## src/rtl/fetch_stage_if.sv

```systemverilog
// Fetch-stage bundle: decoder/hazard/IM inputs into the IF stage and the IF/ID outputs.
// The master side drives the decoder/IM inputs; fetch_stage sits on the slave side.
interface fetch_stage_if;
    logic        stall;
    logic [31:0] instr_F;
    logic [1:0]  npc_sel;
    logic [1:0]  npc_op;
    logic [1:0]  cmp_op;
    logic [31:0] rs_val_D;
    logic [31:0] rt_val_D;
    logic [31:0] pc_F;
    logic [31:0] ir_D;
    logic [31:0] pc_D;
    logic [31:0] pc8_D;
    logic        cmp_out;
    logic        addr_err;

    modport master (
        output stall, instr_F, npc_sel, npc_op, cmp_op, rs_val_D, rt_val_D,
        input  pc_F, ir_D, pc_D, pc8_D, cmp_out, addr_err
    );

    modport slave (
        input  stall, instr_F, npc_sel, npc_op, cmp_op, rs_val_D, rt_val_D,
        output pc_F, ir_D, pc_D, pc8_D, cmp_out, addr_err
    );
endinterface

```

## src/rtl/fetch_stage.sv

```systemverilog
// MIPS IF stage with IF/ID register, next-PC selection and sticky fetch-address check.
// Optional macro FETCH_COUNT_EN adds the fetch_cnt output (count of non-stalled edges).
module fetch_stage #(
    parameter logic [31:0] PC_RESET = 32'h0000_3000,
    parameter logic [31:0] IM_BASE  = 32'h0000_3000,
    parameter int unsigned IM_WORDS = 1024
) (
    input  logic         clk,
    input  logic         reset,
    fetch_stage_if.slave bus
`ifdef FETCH_COUNT_EN
    ,
    output logic [31:0]  fetch_cnt
`endif
);
    // 33-bit end bound so a range reaching 2^32 cannot wrap.
    localparam logic [32:0] IM_END = {1'b0, IM_BASE} + (33'(IM_WORDS) * 33'd4);

    logic [31:0] r_pc_f;
    logic [31:0] r_ir_d;
    logic [31:0] r_pc_d;
    logic        r_addr_err;

    logic [31:0] w_pc4_f;
    logic [31:0] w_br_tgt;
    logic [31:0] w_j_tgt;
    logic [31:0] w_npc;
    logic        w_cmp;
    logic        w_npc_bad;

    assign w_pc4_f  = r_pc_f + 32'd4;
    assign w_br_tgt = r_pc_d + 32'd4 + {{14{r_ir_d[15]}}, r_ir_d[15:0], 2'b00};
    assign w_j_tgt  = {r_pc_d[31:28], r_ir_d[25:0], 2'b00};

    // Branch compare on the forwarded D-stage operands.
    always_comb begin
        w_cmp = 1'b0;
        case (bus.cmp_op)
            2'd0:    w_cmp = (bus.rs_val_D == bus.rt_val_D);
            default: w_cmp = 1'b0;
        endcase
    end

    // Next-PC mux; every unknown or reserved code falls back to sequential fetch.
    always_comb begin
        w_npc = w_pc4_f;
        case (bus.npc_sel)
            2'd0: w_npc = w_pc4_f;
            2'd1: begin
                case (bus.npc_op)
                    2'd0: begin
                        if (w_cmp == 1'b1) begin
                            w_npc = w_br_tgt;
                        end else begin
                            w_npc = w_pc4_f;
                        end
                    end
                    2'd1:    w_npc = w_j_tgt;
                    default: w_npc = w_pc4_f;
                endcase
            end
            2'd2:    w_npc = bus.rs_val_D;
            default: w_npc = w_pc4_f;
        endcase
    end

    assign w_npc_bad = (w_npc[1:0] != 2'b00)
                    || ({1'b0, w_npc} <  {1'b0, IM_BASE})
                    || ({1'b0, w_npc} >= IM_END);

    // PC, IF/ID register and sticky address-error flag.
    always_ff @(posedge clk or posedge reset) begin
        if (reset) begin
            r_pc_f     <= PC_RESET;
            r_ir_d     <= 32'h0000_0000;
            r_pc_d     <= PC_RESET;
            r_addr_err <= 1'b0;
        end else if (!bus.stall) begin
            r_pc_f <= w_npc;
            r_ir_d <= bus.instr_F;
            r_pc_d <= r_pc_f;
            if (w_npc_bad) begin
                r_addr_err <= 1'b1;
            end
        end
    end

`ifdef FETCH_COUNT_EN
    logic [31:0] r_fetch_cnt;

    // Free-running count of fetches that actually advanced the pipeline.
    always_ff @(posedge clk or posedge reset) begin
        if (reset) begin
            r_fetch_cnt <= 32'd0;
        end else if (!bus.stall) begin
            r_fetch_cnt <= r_fetch_cnt + 32'd1;
        end
    end

    assign fetch_cnt = r_fetch_cnt;
`endif

    assign bus.pc_F     = r_pc_f;
    assign bus.ir_D     = r_ir_d;
    assign bus.pc_D     = r_pc_d;
    assign bus.pc8_D    = r_pc_d + 32'd8;
    assign bus.cmp_out  = w_cmp;
    assign bus.addr_err = r_addr_err;
endmodule
```

## src/flat_wrapper.sv

```systemverilog
// flat-port wrapper written by rule: the top's interface ports become plain ports
module fetch_stage_flat 
#(
    parameter logic [31:0] PC_RESET = 32'h0000_3000,
    parameter logic [31:0] IM_BASE  = 32'h0000_3000,
    parameter int unsigned IM_WORDS = 1024
)
  (clk, reset, bus_stall, bus_instr_F, bus_npc_sel, bus_npc_op, bus_cmp_op, bus_rs_val_D, bus_rt_val_D, bus_pc_F, bus_ir_D, bus_pc_D, bus_pc8_D, bus_cmp_out, bus_addr_err);
  fetch_stage_if bus_i ();
  input  logic clk;
  input  logic reset;
  input wire logic [$bits(bus_i.stall)-1:0] bus_stall;
  input wire logic [$bits(bus_i.instr_F)-1:0] bus_instr_F;
  input wire logic [$bits(bus_i.npc_sel)-1:0] bus_npc_sel;
  input wire logic [$bits(bus_i.npc_op)-1:0] bus_npc_op;
  input wire logic [$bits(bus_i.cmp_op)-1:0] bus_cmp_op;
  input wire logic [$bits(bus_i.rs_val_D)-1:0] bus_rs_val_D;
  input wire logic [$bits(bus_i.rt_val_D)-1:0] bus_rt_val_D;
  output wire logic [$bits(bus_i.pc_F)-1:0] bus_pc_F;
  output wire logic [$bits(bus_i.ir_D)-1:0] bus_ir_D;
  output wire logic [$bits(bus_i.pc_D)-1:0] bus_pc_D;
  output wire logic [$bits(bus_i.pc8_D)-1:0] bus_pc8_D;
  output wire logic [$bits(bus_i.cmp_out)-1:0] bus_cmp_out;
  output wire logic [$bits(bus_i.addr_err)-1:0] bus_addr_err;
  assign bus_i.stall = bus_stall;
  assign bus_i.instr_F = bus_instr_F;
  assign bus_i.npc_sel = bus_npc_sel;
  assign bus_i.npc_op = bus_npc_op;
  assign bus_i.cmp_op = bus_cmp_op;
  assign bus_i.rs_val_D = bus_rs_val_D;
  assign bus_i.rt_val_D = bus_rt_val_D;
  assign bus_pc_F = bus_i.pc_F;
  assign bus_ir_D = bus_i.ir_D;
  assign bus_pc_D = bus_i.pc_D;
  assign bus_pc8_D = bus_i.pc8_D;
  assign bus_cmp_out = bus_i.cmp_out;
  assign bus_addr_err = bus_i.addr_err;
  fetch_stage #(.PC_RESET(PC_RESET), .IM_BASE(IM_BASE), .IM_WORDS(IM_WORDS)) u_core (.clk(clk), .reset(reset), .bus(bus_i));
endmodule
```

## config.mk

```make
export PLATFORM = sky130hd
export DESIGN_NAME = fetch_stage_flat
export DESIGN_NICKNAME = d
export VERILOG_FILES = /design/src/rtl/fetch_stage_if.sv /design/src/rtl/fetch_stage.sv /design/src/flat_wrapper.sv
export SDC_FILE = /design/constraint.sdc
export NUM_CORES = 1
export LEC_CHECK = 0
export ABC_AREA = 1
export BUFFER_PORTS_ARGS = -buffer_cell sky130_fd_sc_hd__buf_2
export CAP_MARGIN = 20
export CELL_PAD_IN_SITES_DETAIL_PLACEMENT = 0
export CELL_PAD_IN_SITES_GLOBAL_PLACEMENT = 2
export CORE_MARGIN = 4
export CORE_UTILIZATION = 28
export DETAILED_ROUTE_END_ITERATION = 7
export PLACE_DENSITY = 0.81
export REMOVE_ABC_BUFFERS = 1
export SLEW_MARGIN = 20
export SYNTH_ARGS = -nofsm -noshare
export SYNTH_HDL_FRONTEND = slang
export SYNTH_SLANG_ARGS = --single-unit
```

## constraint.sdc

```tcl
create_clock -name clk -period 3.6 [get_ports clk]
set_clock_uncertainty 0.05 [all_clocks]
set_input_delay 0.18 -clock clk [delete_from_list [all_inputs] [get_ports clk]]
set_output_delay 0.18 -clock clk [all_outputs]
set_load 0.03 [all_outputs]
```

-- Word-level counts from Yosys, hierarchy flattened
Cells that the tools add are included.
- word-level logic and storage cells: 25
- output and inout bits: 130
- register bits after elaboration: 97
- mux-type cells: 4
- add/sub/neg operators: 4
- $lt $le $gt $ge: 2
- bitwise gates (word level): 1
- equal/unequal tests: 4
- reduce and logical (&&, ||, !) cells: 6
- operators by type and width (operator ; number):
    $pmux 32 s2 ; 2
    $add 32x3->32 const B ; 2
    $add 32x32->32 ; 1
    $add 32x4->32 const B ; 1
    $eq 32x32->1 ; 1
    $ge 32x15->1 const B ; 1
    $lt 32x14->1 const B ; 1
    $mux 32 ; 1
    $eq 2x1->1 const B ; 2
    $logic_not 2->1 ; 2
    $eq 2x2->1 const B ; 1
    $logic_or 1x1->1 ; 2
    $reduce_and 2->1 ; 1
    $reduce_bool 2->1 ; 1
    $mux 1 ; 1
    $not 1->1 ; 1

-- Longest topological paths before layout
- depth after elaboration: 9
- gate-level depth with buffers: 27
- mapped depth without buffers: 27

-- Worst setup path after synthesis
No wires, ideal clock.
- path type: register to output
- start point: register u_core.r_pc_d[3], in the netlist u_core.bus.pc_D[3]
- end point: output port bus_pc8_D[31]
- slack: 0.612 ns
- cell stages (with the launch flop): 12
- arrival time: 2.758 ns
- data required time: 3.370 ns
- buffers on the path: 0
- cells stage by stage: dfrtp_1 -> ha_1 -> nand2_2 -> nor3b_4 -> nand4_2 -> nor3_4 -> nand4_2 -> nor3_4 -> nand3_2 -> nor2_2 -> nand4_1 -> xnor2_1
- word-level cells in the longest chain between the ends: 1
- ends and longest elaborated chain (element ; RTL line ; source):
    from (decl) ; fetch_stage.sv:21 ; logic [31:0] r_pc_d;
    from (signal assigned) ; fetch_stage.sv:81 ; r_pc_d <= r_pc_f;
    $add 32x4->32 ; fetch_stage.sv:106 ; assign bus.pc8_D = r_pc_d + 32'd8;
    to (decl) ; flat_wrapper.sv:22 ; output wire logic [$bits(bus_i.pc8_D)-1:0] bus_pc8_D;
No other way between the ends.

-- Worst setup path after layout
Same ends and word-level chain as after synthesis.

==> run summary <==
First-pass GRT wire length = 66,700 um
Post-layout util = 0.363
Cell depth of the worst hold path = 3
Reg2reg start = u_core.bus.pc_D[3]
Int Pwr = 2.60 mW
Mapped Cells = 1,631
FF+latch count, synth = 97
Outcome = complete, no violations
Core area = 34,600 um^2
Sequential share of the synthesized area = 0.247
Routed WL per cell = 18.7 um
Initial Utilization = 0.284
Drt first pass iters = 5
Synth Cell Area = 9840 um^2
Antenna violations before repair = 0
Yosys cell types = 49
Met1 Use GR = 0.319
Reg-to-Reg End = u_core.bus.addr_err
Flop-to-flop setup slack = 0.31 ns
Reg2Reg Depth = 25
Primary FF master, synth = dfrtp_1
Non-filler instance count after layout = 2,380
Met3 GRT Util = 0.0343
Lkg Pwr = 7.03 nW
Hold crit path type = primary input to flop
Clock share of power = 0.204
Crit path launch type = flop
Tot GR Track Use = 0.226
Max Cap Violations = 0
IO buf count = 234
Reg clk slew, reported paths = 0.09 ns
Switching Fraction = 0.501
Post-synth top area share = 0.243
Worst-Margin Slew = 0.830 ns
Antenna Cells = 0
Number of global-route vias before repair = 10,900
Die height = 195 um
DP HPWL = 35,900 um
Ports = 235
Worst rel slew slack = 0.446
Minimum clock period = 3.33 ns
Syn. warnings = 0
Synth-to-Final Area Change = 27.8%
Area leader, netlist = nand2_1
Slew Limit Fails = 0
Worst path arrival time = 3.10 ns
Synth top area cells = nand2_1 (24%), dfrtp_1 (24%), inv_1 (8.2%)
Global route hottest layer = met2
Syn_area_per_cell = 6.03 um^2
WL final = 44,500 um
Req. time, crit path = 3.37 ns
Placed Cells = 2,326
Iteration-0 DRC count of the detailed router = 810
Worst-path maximum fanout = 6
Antenna-violating nets left = 0
Vias per cell = 4.75
Total congestion overflow = 0
Filler cells = 3,802
Final #Nets = 2,087
Largest net degree at the start of global routing = 98
Placer Congestion = 0.924
Max rail drop VDD = 259 uV
Post-synth ARST share = 1.00
Root Driver = clkbuf_16
Grt met2 use = 0.358
CTS tree = done
Sink Count = 97
Min-delay src = bus_instr_F[10]
Logic gate share of total power = 0.513
Die width = 195 um
Power after layout = 5.21 mW
WS Path Type = flop to output pin
Drt drc = 0
Max frequency = 0.300 GHz
Layout cells sized above 1 = 0.199
P_sw = 2.61 mW
Die area = 38,200 um^2
Seq pwr share = 0.283
Clk Latency, worst-skew pair = 0.38 ns
Rows = 68
Number of CTS-inserted buffers = 9
Tcrit/Tclk final = 0.925
WHS Endpoint = u_core.bus.ir_D[10]
Clock Tree Buf Depth = 2
EDFF count, synth = 0
Crit end category = output pin
H-tree Lvls = 3
Vias = 11,300
Pwr per Cell Area = 414 nW/um^2
# setup viols final = 0
Final hold vios = 0
[area by class of cell]
class,count,area (um^2),share of cell area
repair buffers,326,1960,0.156
clock inverters,7,82.6,0.00656
flip-flops and latches,97,2440,0.194
inverters,229,862,0.0685
clock buffers,9,225,0.0179
well taps,455,569,0.0453
multi-input cells,1257,6450,0.513
[worst max-delay path by stage]
stage | from | slack [ns] | cells after the start | to
floorplan | u_core.bus.pc_D[2] | 0.41 | 27 | u_core.bus.addr_err
finish | u_core.bus.pc_D[3] | 0.27 | 12 | bus_pc8_D[31]
global placement | u_core.bus.pc_D[3] | -0.06 | 25 | u_core.bus.addr_err
CTS | u_core.bus.pc_D[3] | 0.02 | 25 | u_core.bus.addr_err
detailed placement | u_core.bus.pc_D[3] | -0.05 | 25 | u_core.bus.addr_err
global route | u_core.bus.pc_D[3] | -0.0002 | 25 | u_core.bus.addr_err
[layout by cell type, fill, tap and decap left out, types with 3 or more instances in the layout]
master         synthesis  final
dfrtp_1               93     90
buf_4                  6     60
a21o_1                 3      3
nor2_4                 5      7
nor3_2                 3      3
nand3_1               83     81
nor2_2                 4      8
xor2_1                42     42
nand2_2                7      8
nor3_4                 3      4
o221ai_1               3      3
a21oi_1               65     65
nand4_1               18     18
inv_2                 12     14
ha_1                  61     56
ha_4                   0      3
dfrtp_2                0      3
nand3b_1               4      4
dlygate4sd3_1          0     32
o211ai_1               6      6
o21ai_1                4      4
nand2_1              636    635
buf_2                  4    233
clkbuf_16              0      9
a221oi_1               4      4
o21bai_1               3      3
inv_1                216    213
xnor2_1               19     19
o21ai_0              107    107
nor3_1                16     15
nor2_1               137    131
dfstp_2                4      4
inv_8                  0      3
[through the flow]
step	hold slack (ns)	setup WS [ns]	area [um^2]	TNS (ns)
floorplan	0.204	0.407	9620	0
global placement	0.318	-0.0564	11800	-0.0564
detailed placement	0.325	-0.0458	11800	-0.0458
CTS	0.0255	0.0217	12400	0
global route	0.0427	-0.000247	12600	-0.000247
finish	0.0339	0.269	12600	0
[power groups by stage]
stage	registers (mW)	clock network, mW	logic [mW]
floorplan	1.77	0	1.31
global placement	1.49	0	2.59
detailed placement	1.50	0	2.59
CTS	1.48	1.09	2.63
global route	1.50	1.13	2.95
finish	1.48	1.06	2.67
[registers in the layout, summed over array words and instances, names as in the netlist]
name,cells
u_core.bus.pc_F,32
u_core.bus.ir_D,32
u_core.bus.addr_err,1
u_core.bus.pc_D,32
[cells in the mapped netlist, types with 4 or more instances]
master / n
o21ai_0: 107
nor2_4: 5
nor3_1: 16
nand4_1: 18
buf_2: 4
xor2_1: 42
dfrtp_1: 93
dfstp_2: 4
nand2_1: 636
inv_1: 216
nand2_2: 7
inv_2: 12
ha_1: 61
nor2_1: 137
clkbuf_1: 35
a221oi_1: 4
xnor2_1: 19
nand3b_1: 4
nand3_1: 83
o21ai_1: 4
nor2_2: 4
a21oi_1: 65
buf_4: 6
o211ai_1: 6
[metal layers]
metal  vias to the layer above  routed length (um)
met5                         -                   0
met4                         0                1290
met3                        46                2480
met2                       364               19800
met1                      5176               20900
li1                       5711                   -
[logic make-up (layout without fill, tap and decap cells)]
| logic type | count (synthesis) | count (layout) | share of synthesized area |
|---|---|---|---|
| AND/OR/NAND/NOR | 929 | 929 | 0.394 |
| buffers and inverters | 277 | 571 | 0.110 |
| AO/OA/AOI/OAI | 203 | 203 | 0.112 |
| flip-flops | 97 | 97 | 0.247 |
| XOR/XNOR | 63 | 63 | 0.0576 |
| adder cells (fa/ha/maj) | 62 | 62 | 0.0796 |
[worst max-delay path, cell delays in order, from the launching register on]
cell	delay [ns]
dfrtp_2	0.48
ha_1	0.23
nand2_2	0.09
nor3b_4	0.26
nand4_4	0.19
nor3_4	0.35
nand4_4	0.15
nor3_4	0.19
nand3_2	0.14
nor2_2	0.14
nand4_1	0.11
xnor2_1	0.15
buf_2	0.22
[what timing repair did]
action | in CTS | in global routing
gates resized for setup | 2 | 26
endpoints found under the setup margin | 2 | 5
pin swaps | 0 | 2
hold endpoints to repair | 124 | 0
hold buffers | 32 | 0
setup buffers | 0 | 6
No activity file was read; power rests on OpenSTA's default activity.
